## src/rtl/lcd_pkg.sv

```systemverilog
// Shared types and constants for the LCD1602 bus scheduler.
// Includes the state encoding, command codes, power-up init table and counter width.
package lcd_pkg;

  typedef enum logic [2:0] {
    ST_POR_WAIT,
    ST_INIT_ISSUE,
    ST_IDLE,
    ST_SETUP,
    ST_PULSE,
    ST_HOLD,
    ST_EXEC
  } lcd_state_e;

  localparam int CNT_W = 24;

  localparam logic [7:0] CMD_CLEAR = 8'h01;
  localparam logic [7:0] CMD_HOME  = 8'h02;

  // Entry 0 is sent first: function set, display on, entry mode, clear.
  localparam int INIT_LEN = 4;
  localparam logic [INIT_LEN-1:0][7:0] INIT_TAB = {8'h01, 8'h06, 8'h0C, 8'h38};

  // A phase of n cycles loads n-1; a zero count still lasts one cycle.
  function automatic logic [CNT_W-1:0] cyc_load(input int unsigned n);
    return (n == 0) ? '0 : CNT_W'(n - 1);
  endfunction

  // Clear and home (0x02/0x03) need the long execution wait.
  function automatic logic is_long_cmd(input logic rs, input logic [7:0] data);
    return !rs && ((data == CMD_CLEAR) || (data[7:1] == CMD_HOME[7:1]));
  endfunction

endpackage

```

## src/rtl/lcd_rr_arb.sv

```systemverilog
// Two-request round-robin arbiter; grant is one-hot (or zero when nothing is valid).
// The priority pointer only moves when the granted request is actually accepted.
module lcd_rr_arb (
  input  logic       clk,
  input  logic       rst_n,
  input  logic [1:0] valid,
  input  logic       advance,
  output logic [1:0] grant
);

  logic ptr;  // 0 favours request 0, 1 favours request 1

  always_comb begin
    grant = valid;
    if (valid == 2'b11) begin
      grant = ptr ? 2'b10 : 2'b01;
    end
  end

  always_ff @(posedge clk or negedge rst_n) begin
    if (!rst_n) begin
      ptr <= 1'b0;
    end else if (advance) begin
      ptr <= grant[0];
    end
  end

endmodule

```

## src/rtl/lcd_bus_sched.sv

```systemverilog
// HD44780 8-bit bus sequencer: arbitrates two byte requesters and times rs/dat/en.
// Define LCD_INIT_SEQ_EN to add the power-on wait and the built-in init command sequence.
module lcd_bus_sched
  import lcd_pkg::*;
#(
  parameter int unsigned SETUP_CYC = 4,
  parameter int unsigned PULSE_CYC = 24,
  parameter int unsigned HOLD_CYC  = 4,
  parameter int unsigned EXEC_CYC  = 2000,
  parameter int unsigned LONG_CYC  = 80000,
  parameter int unsigned POR_CYC   = 2000000
) (
  input  logic       clk,
  input  logic       rst_n,
  input  logic       req0_valid,
  input  logic       req0_rs,
  input  logic [7:0] req0_data,
  output logic       req0_ready,
  input  logic       req1_valid,
  input  logic       req1_rs,
  input  logic [7:0] req1_data,
  output logic       req1_ready,
  output logic       lcd_rs,
  output logic       lcd_en,
  output logic [7:0] lcd_dat,
  output logic       busy,
  output logic       init_done
);

  localparam logic [CNT_W-1:0] SETUP_LD = cyc_load(SETUP_CYC);
  localparam logic [CNT_W-1:0] PULSE_LD = cyc_load(PULSE_CYC);
  localparam logic [CNT_W-1:0] HOLD_LD  = cyc_load(HOLD_CYC);
  localparam logic [CNT_W-1:0] EXEC_LD  = cyc_load(EXEC_CYC);
  localparam logic [CNT_W-1:0] LONG_LD  = cyc_load(LONG_CYC);
  localparam logic [CNT_W-1:0] CNT_ONE  = 1;

`ifdef LCD_INIT_SEQ_EN
  localparam lcd_state_e       RESET_ST = ST_POR_WAIT;
  localparam logic [CNT_W-1:0] POR_LD   = cyc_load(POR_CYC);
  logic [2:0] init_idx;
`else
  localparam lcd_state_e       RESET_ST = ST_IDLE;
`endif

  lcd_state_e       state;
  logic [CNT_W-1:0] cnt;
  logic [1:0]       grant;
  logic             accept;
  logic             sel_rs;
  logic [7:0]       sel_data;

  // Requesters are only served once the controller is up and sitting in IDLE.
  assign accept     = (state == ST_IDLE) && init_done && (req0_valid || req1_valid);
  assign req0_ready = accept && grant[0];
  assign req1_ready = accept && grant[1];
  assign busy       = (state != ST_IDLE);
  assign sel_rs     = grant[1] ? req1_rs   : req0_rs;
  assign sel_data   = grant[1] ? req1_data : req0_data;

  lcd_rr_arb u_arb (
    .clk     (clk),
    .rst_n   (rst_n),
    .valid   ({req1_valid, req0_valid}),
    .advance (accept),
    .grant   (grant)
  );

  always_ff @(posedge clk or negedge rst_n) begin
    if (!rst_n) begin
      state     <= RESET_ST;
      cnt       <= '0;
      lcd_rs    <= 1'b0;
      lcd_en    <= 1'b0;
      lcd_dat   <= 8'h00;
      init_done <= 1'b0;
`ifdef LCD_INIT_SEQ_EN
      init_idx  <= 3'd0;
`endif
    end else begin
`ifndef LCD_INIT_SEQ_EN
      init_done <= 1'b1;
`endif
      case (state)
`ifdef LCD_INIT_SEQ_EN
        // The counter leaves reset at 0, so the power-on wait counts up.
        ST_POR_WAIT: begin
          if (cnt == POR_LD) begin
            cnt   <= '0;
            state <= ST_INIT_ISSUE;
          end else begin
            cnt <= cnt + CNT_ONE;
          end
        end
        ST_INIT_ISSUE: begin
          lcd_rs   <= 1'b0;
          lcd_dat  <= INIT_TAB[init_idx[1:0]];
          init_idx <= init_idx + 3'd1;
          cnt      <= SETUP_LD;
          state    <= ST_SETUP;
        end
`endif
        ST_IDLE: begin
          if (accept) begin
            lcd_rs  <= sel_rs;
            lcd_dat <= sel_data;
            cnt     <= SETUP_LD;
            state   <= ST_SETUP;
          end
        end
        ST_SETUP: begin
          if (cnt == '0) begin
            lcd_en <= 1'b1;
            cnt    <= PULSE_LD;
            state  <= ST_PULSE;
          end else begin
            cnt <= cnt - CNT_ONE;
          end
        end
        ST_PULSE: begin
          if (cnt == '0) begin
            lcd_en <= 1'b0;
            cnt    <= HOLD_LD;
            state  <= ST_HOLD;
          end else begin
            cnt <= cnt - CNT_ONE;
          end
        end
        ST_HOLD: begin
          if (cnt == '0) begin
            cnt   <= is_long_cmd(lcd_rs, lcd_dat) ? LONG_LD : EXEC_LD;
            state <= ST_EXEC;
          end else begin
            cnt <= cnt - CNT_ONE;
          end
        end
        ST_EXEC: begin
          if (cnt == '0) begin
`ifdef LCD_INIT_SEQ_EN
            if (!init_done && (init_idx != 3'(INIT_LEN))) begin
              state <= ST_INIT_ISSUE;
            end else begin
              state     <= ST_IDLE;
              init_done <= 1'b1;
            end
`else
            state <= ST_IDLE;
`endif
          end else begin
            cnt <= cnt - CNT_ONE;
          end
        end
        default: state <= ST_IDLE;
      endcase
    end
  end

endmodule

```

## config.mk

```make
export PLATFORM = sky130hd
export DESIGN_NAME = lcd_bus_sched
export DESIGN_NICKNAME = d
export VERILOG_FILES = /design/src/rtl/lcd_pkg.sv /design/src/rtl/lcd_rr_arb.sv /design/src/rtl/lcd_bus_sched.sv
export SDC_FILE = /design/constraint.sdc
export NUM_CORES = 1
export LEC_CHECK = 0
export ABC_AREA = 1
export CORE_MARGIN = 3
export CORE_UTILIZATION = 57
export CTS_BUF_LIST = sky130_fd_sc_hd__clkbuf_2 sky130_fd_sc_hd__clkbuf_4 sky130_fd_sc_hd__clkbuf_8
export CTS_CLUSTER_DIAMETER = 150
export DETAILED_ROUTE_END_ITERATION = 10
export PLACE_DENSITY = 0.78
export SLEW_MARGIN = 30
export SYNTH_ARGS = -nofsm -noshare
export SYNTH_HDL_FRONTEND = slang
export SYNTH_SLANG_ARGS = --single-unit
```

## constraint.sdc

```tcl
create_clock -name clk -period 2.55 [get_ports clk]
set_clock_uncertainty 0.2 [all_clocks]
set_input_delay 0.6375 -clock clk [delete_from_list [all_inputs] [get_ports clk]]
set_output_delay 0.6375 -clock clk [all_outputs]
set_load 0.02 [all_outputs]
```

Yosys cells after proc, flatten, opt, wreduce, memory -nomap -nowiden --
Cells that the tools add are included.
Storage, ports and cells: output and inout bits 14, bits of input ports 22, bits in registers 39, word-level logic and storage cells 58
Operators by class: add/sub/neg operators 1, eq/ne operators 15, mux-type cells 20, reductions and logical operators 15
Operators by type and width (count):
- $mux 24 | 5
- $pmux 24 s5 | 1
- $logic_not 24->1 | 1
- $sub 24x1->24 const B | 1
- $mux 17 | 1
- $mux 3 | 5
- $pmux 3 s5 | 1
- $ne 2x2->1 const B | 6
- $eq 3x3->1 const B | 3
- $eq 8x1->1 const B | 1
- $mux 8 | 1
- $eq 7x1->1 const B | 1
- $eq 3x2->1 const B | 2
- $reduce_and 3->1 | 2
- $logic_and 1x1->1 | 5
- $reduce_and 5->1 | 1
- $reduce_bool 5->1 | 1
- $mux 2 | 2
- $mux 1 | 3
- $ne 3x2->1 const B | 1
- $eq 2x2->1 const B | 1
- $logic_or 1x1->1 | 2
- $pmux 1 s2 | 1
- $reduce_and 2->1 | 1
- 2 further kinds | 2

Depth between registers and ports, before layout --
depth in word-level cells 6, depth in mapped cells 13, depth with buffers taken out 13

Modules after synthesis --
A second synthesis with hierarchy kept.
Unflattened totals: cells, all modules 418, area total of the unflattened synthesis 2713.9 um^2
Modules (own cells, without submodules):
- lcd_bus_sched | cells an instance 409, instances 1, area each 2651.3 um^2, sequential area each 952.2 um^2
- lcd_rr_arb | cells an instance 9, instances 1, area each 62.6 um^2, sequential area each 25.0 um^2

Worst setup path after synthesis --
Ideal clock, no wire load.
path type register to output, from reg state[1], to out req0_ready, cell stages (with the launch flop) 7, path slack 0.329 ns, data required time 1.712 ns, path buffers 0, data arrival time 1.384 ns, path through dfstp_2 -> inv_1 -> nor2_4 -> nand2_2 -> nor2_1 -> nand2_1 -> nor2_1
On the way: word-level cells in the longest chain between the ends 4
Ends and longest elaborated chain:
- from (decl) | RTL line lcd_bus_sched.sv:45 | lcd_state_e state;
- from (signal assigned) | RTL line lcd_bus_sched.sv:70 | state <= RESET_ST;
- from (signal assigned) | RTL line lcd_bus_sched.sv:107 | state <= ST_SETUP;
- from (signal assigned) | RTL line lcd_bus_sched.sv:114 | state <= ST_PULSE;
- $eq 3x2->1 | RTL line lcd_bus_sched.sv:53 | assign accept = (state == ST_IDLE) && init_done && (req0_valid || req1_valid);
- $logic_and 1x1->1 (2 in series) | RTL line lcd_bus_sched.sv:53
- $logic_and 1x1->1 | RTL line lcd_bus_sched.sv:54 | assign req0_ready = accept && grant[0];
- to (decl) | RTL line lcd_bus_sched.sv:18 | output logic req0_ready,
Every way passes these cells.

Final worst setup path --
from in req0_valid, to out req0_ready
On the way: word-level cells in the longest chain between the ends 3, elaborated cells on any way between the ends 5, those cells by class eq/ne: 1; mux: 1; reduce/logical: 3
Ends and longest elaborated chain:
- from (decl) | RTL line lcd_bus_sched.sv:15 | input logic req0_valid,
- $eq 2x2->1 or $logic_or 1x1->1 (tied branches) | RTL line lcd_rr_arb.sv:15, lcd_bus_sched.sv:53
- $mux 2 or $logic_and 1x1->1 (tied branches) | RTL line lcd_rr_arb.sv:15, lcd_bus_sched.sv:53
- $logic_and 1x1->1 (*) | RTL line lcd_bus_sched.sv:54
Every way passes the cells marked *; elsewhere a longest branch is shown, timed or not.

==> flow_summary.toml <==
[run_status]
status = "finished clean"

[clock_network]
clk_latency_ns = 0.30
clockRootBuffer = "clkbuf_8"
cts_buffers = 5
postCtsHoldBufs = 0
cts_max_path_buffers = 2
htreeDepth = 2
cts_tree = "done"
cts_sinks = 39
clkTransAtPathRegs_ns = 0.08

[power_and_ir_drop]
ir_drop_uv = 517
power_leakage_nw = 1.80
power_density_nw_per_um2 = 967

[critical_path]
cpLargestDelayFamily = "buffers and inverters"
max_stage_delay_ns = 0.43
crit_type = "in -> out"
worst_setup_path_start_kind = "input port"
slowest_stage = "clkdlybuf4s50_1"
critPathMaxFanout = 3
crit_end = "req0_ready"
crit_buf_inv = 2
startpoint = "req0_valid"
path_cells = "clkdlybuf4s50_1 > or2_2 > nand2_2 > nor2_2 > buf_4"
rr_startpoint = "cnt[0]"
cp.arrival_ns = 1.67
r2r_slack_ns = 0.36
r2r_end = "cnt[18]"
path_depth = 5
crit_required_ns = 1.71
ff2ff_path_depth = 11
end_kind = "primary output"

[drt]
vias = 2658
drt_iter0_markers = 171
ant_nets = 0
avgViaCountPerCell = 5.32
totalWireLength_um = 6370
remaining_drc_errors = 0
drt_first_pass_iters = 4
wire_per_inst_um = 12.7

[floorplan]
coreArea_um2 = 4440
ios = 36
die_area_um2 = 5590
start_util = 0.606
die_w_um = 74.7
die_h_um = 74.7
row_count = 24

[global_routing]
overflow = 0
gr-usage-all-layers = 0.250
antenna_found_initial = 0
grt_pass1_wl_um = 10700
grt_max_degree = 21
grt_pass1_vias = 2489

[layout]
mostFrequentLayoutCell = "nand2_1"
finalNetCount = 472
layout_common_cells = "130 x nand2_1, 61 x nor2_1, 50 x inv_1"
stdcell_count = 500
antenna_cells = 0
syn2layout_area_growth_pct = 21.1
finish.utilization = 0.734
drive_above_1_share = 0.118

[place]
hpwl_um = 5000
port_buffers = 35
gp_congestion = 0.977
dp_cells = 491

[timing]
slew_violations = 0
setup_viol = 0
grt_setup_unrepaired = "no"
min_period_ns = 2.51
fin_crit_sh = 0.984
max_freq_ghz = 0.398
hold_viol = 0
holdWs_ns = 0.0840
tns_ns = 0

[flow_run]
drv_cap = 0

[min_path]
hold_path.class = "in -> async"

[synth]
yosysTopAreaCell = "dfrtp_1"
synth_cells = 401
ys_seq_elements = 39
ys_types = 37
syn_area_um2 = 2690
netlist.area_leader.share = 0.353
avgSynthCellArea_um2 = 6.72
yosys_warnings = 0
yosysSeqAreaShare = 0.363
synthTopCellsByArea = "dfrtp_1 35%, nand2_1 18%, nor2_1 8.8%"
synth_fp_nets = 426
-- per-layer routing --
| layer | up-vias | wire, µm | GRT usage |
|---|---|---|---|
| met4 | 0 | 157 | 0.119 |
| met2 | 83 | 3150 | 0.429 |
| met1 | 1206 | 2630 | 0.289 |
| li1 | 1352 | - | - |
| met3 | 17 | 428 | 0.0668 |
| met5 | - | 0 | 0 |
-- through the flow --
step	setup slack (ns)	area, µm²	total power, mW
5_1_grt	0.00494	3260	3.42
6_report	0.0400	3260	3.15
2_1_floorplan	0.329	2690	2.11
3_3_place_gp	-0.395	3160	2.67
3_5_place_dp	-0.510	3160	2.72
4_1_cts	0.00932	3250	3.16
-- registers in the layout, indices dropped and copies added (netlist names) --
| signal | cells |
|---|---|
| cnt | 24 |
| lcd_rs | 1 |
| init_done | 1 |
| lcd_dat | 8 |
| lcd_en | 1 |
| u_arb.ptr | 1 |
| state | 3 |
-- final cells by class --
| class | instances | area [µm²] |
|---|---|---|
| Timing Repair Buffer | 45 | 439 |
| Clock buffer | 8 | 91.3 |
| Fill cell | 382 | 1180 |
| Sequential cell | 39 | 977 |
| Multi-Input combinational cell | 300 | 1480 |
| Tap cell | 52 | 65.1 |
| Inverter | 56 | 210 |
-- cell usage after synthesis, drive strengths merged --
library cell and count:
inv 55, xnor2 4, nor4 2, clkbuf 1, nand3 30, o21bai 3
o211ai 3, dfrtp 38, nand4 11, o21ai 9, buf 5, a31oi 9
nor2 72, or2 3, xor2 6, nand2 135, clkinv 1, nor3 4
a22oi 1, a21oi 4, ha 3, dfstp 1, conb 1
-- cell families after synthesis --
logic type / after synthesis / synth area share
adder cells (fa/ha/maj): 3 / 0.0139
buffers and inverters: 62 / 0.0924
AO/OA/AOI/OAI: 29 / 0.0673
AND/OR/NAND/NOR: 257 / 0.430
flip-flops: 39 / 0.363
XOR/XNOR: 10 / 0.0325
other: 1 / 0.00139
-- report_power, final --
| part | switching (mW) | internal (mW) | leakage, nW |
|---|---|---|---|
| clock network | 0.217 | 0.226 | 0.0498 |
| logic | 1.13 | 0.674 | 1.25 |
| registers | 0.127 | 0.776 | 0.501 |
-- worst min path at each step --
stage	from	to	slack, ns	cells past startpoint
floorplan	rst_n	cnt[0]	0.14	0
global placement	cnt[23]	cnt[23]	0.27	2
detailed placement	cnt[23]	cnt[23]	0.27	2
CTS	rst_n	cnt[10]	0.1	1
global route	rst_n	cnt[10]	0.11	1
finish	rst_n	cnt[10]	0.08	1
-- worst reg2reg max path, stage by stage, from the launching register on --
cell and delay [ns]:
dfrtp_1 0.37, inv_1 0.13, ha_1 0.21, nand2_1 0.14, nor2_2 0.28, inv_1 0.09, nor2_1 0.33, nand3_1 0.12
nand2_1 0.09, nand2_1 0.05, nand2_1 0.06, inv_1 0.03
-- what timing repair did --
action | 4_1_cts | 5_1_grt
buffers inserted | 1 | 0
setup endpoints to repair | 3 | 2
pin swaps | 0 | 1
resized for setup | 11 | 5
(Power assumes the default switching activity.)
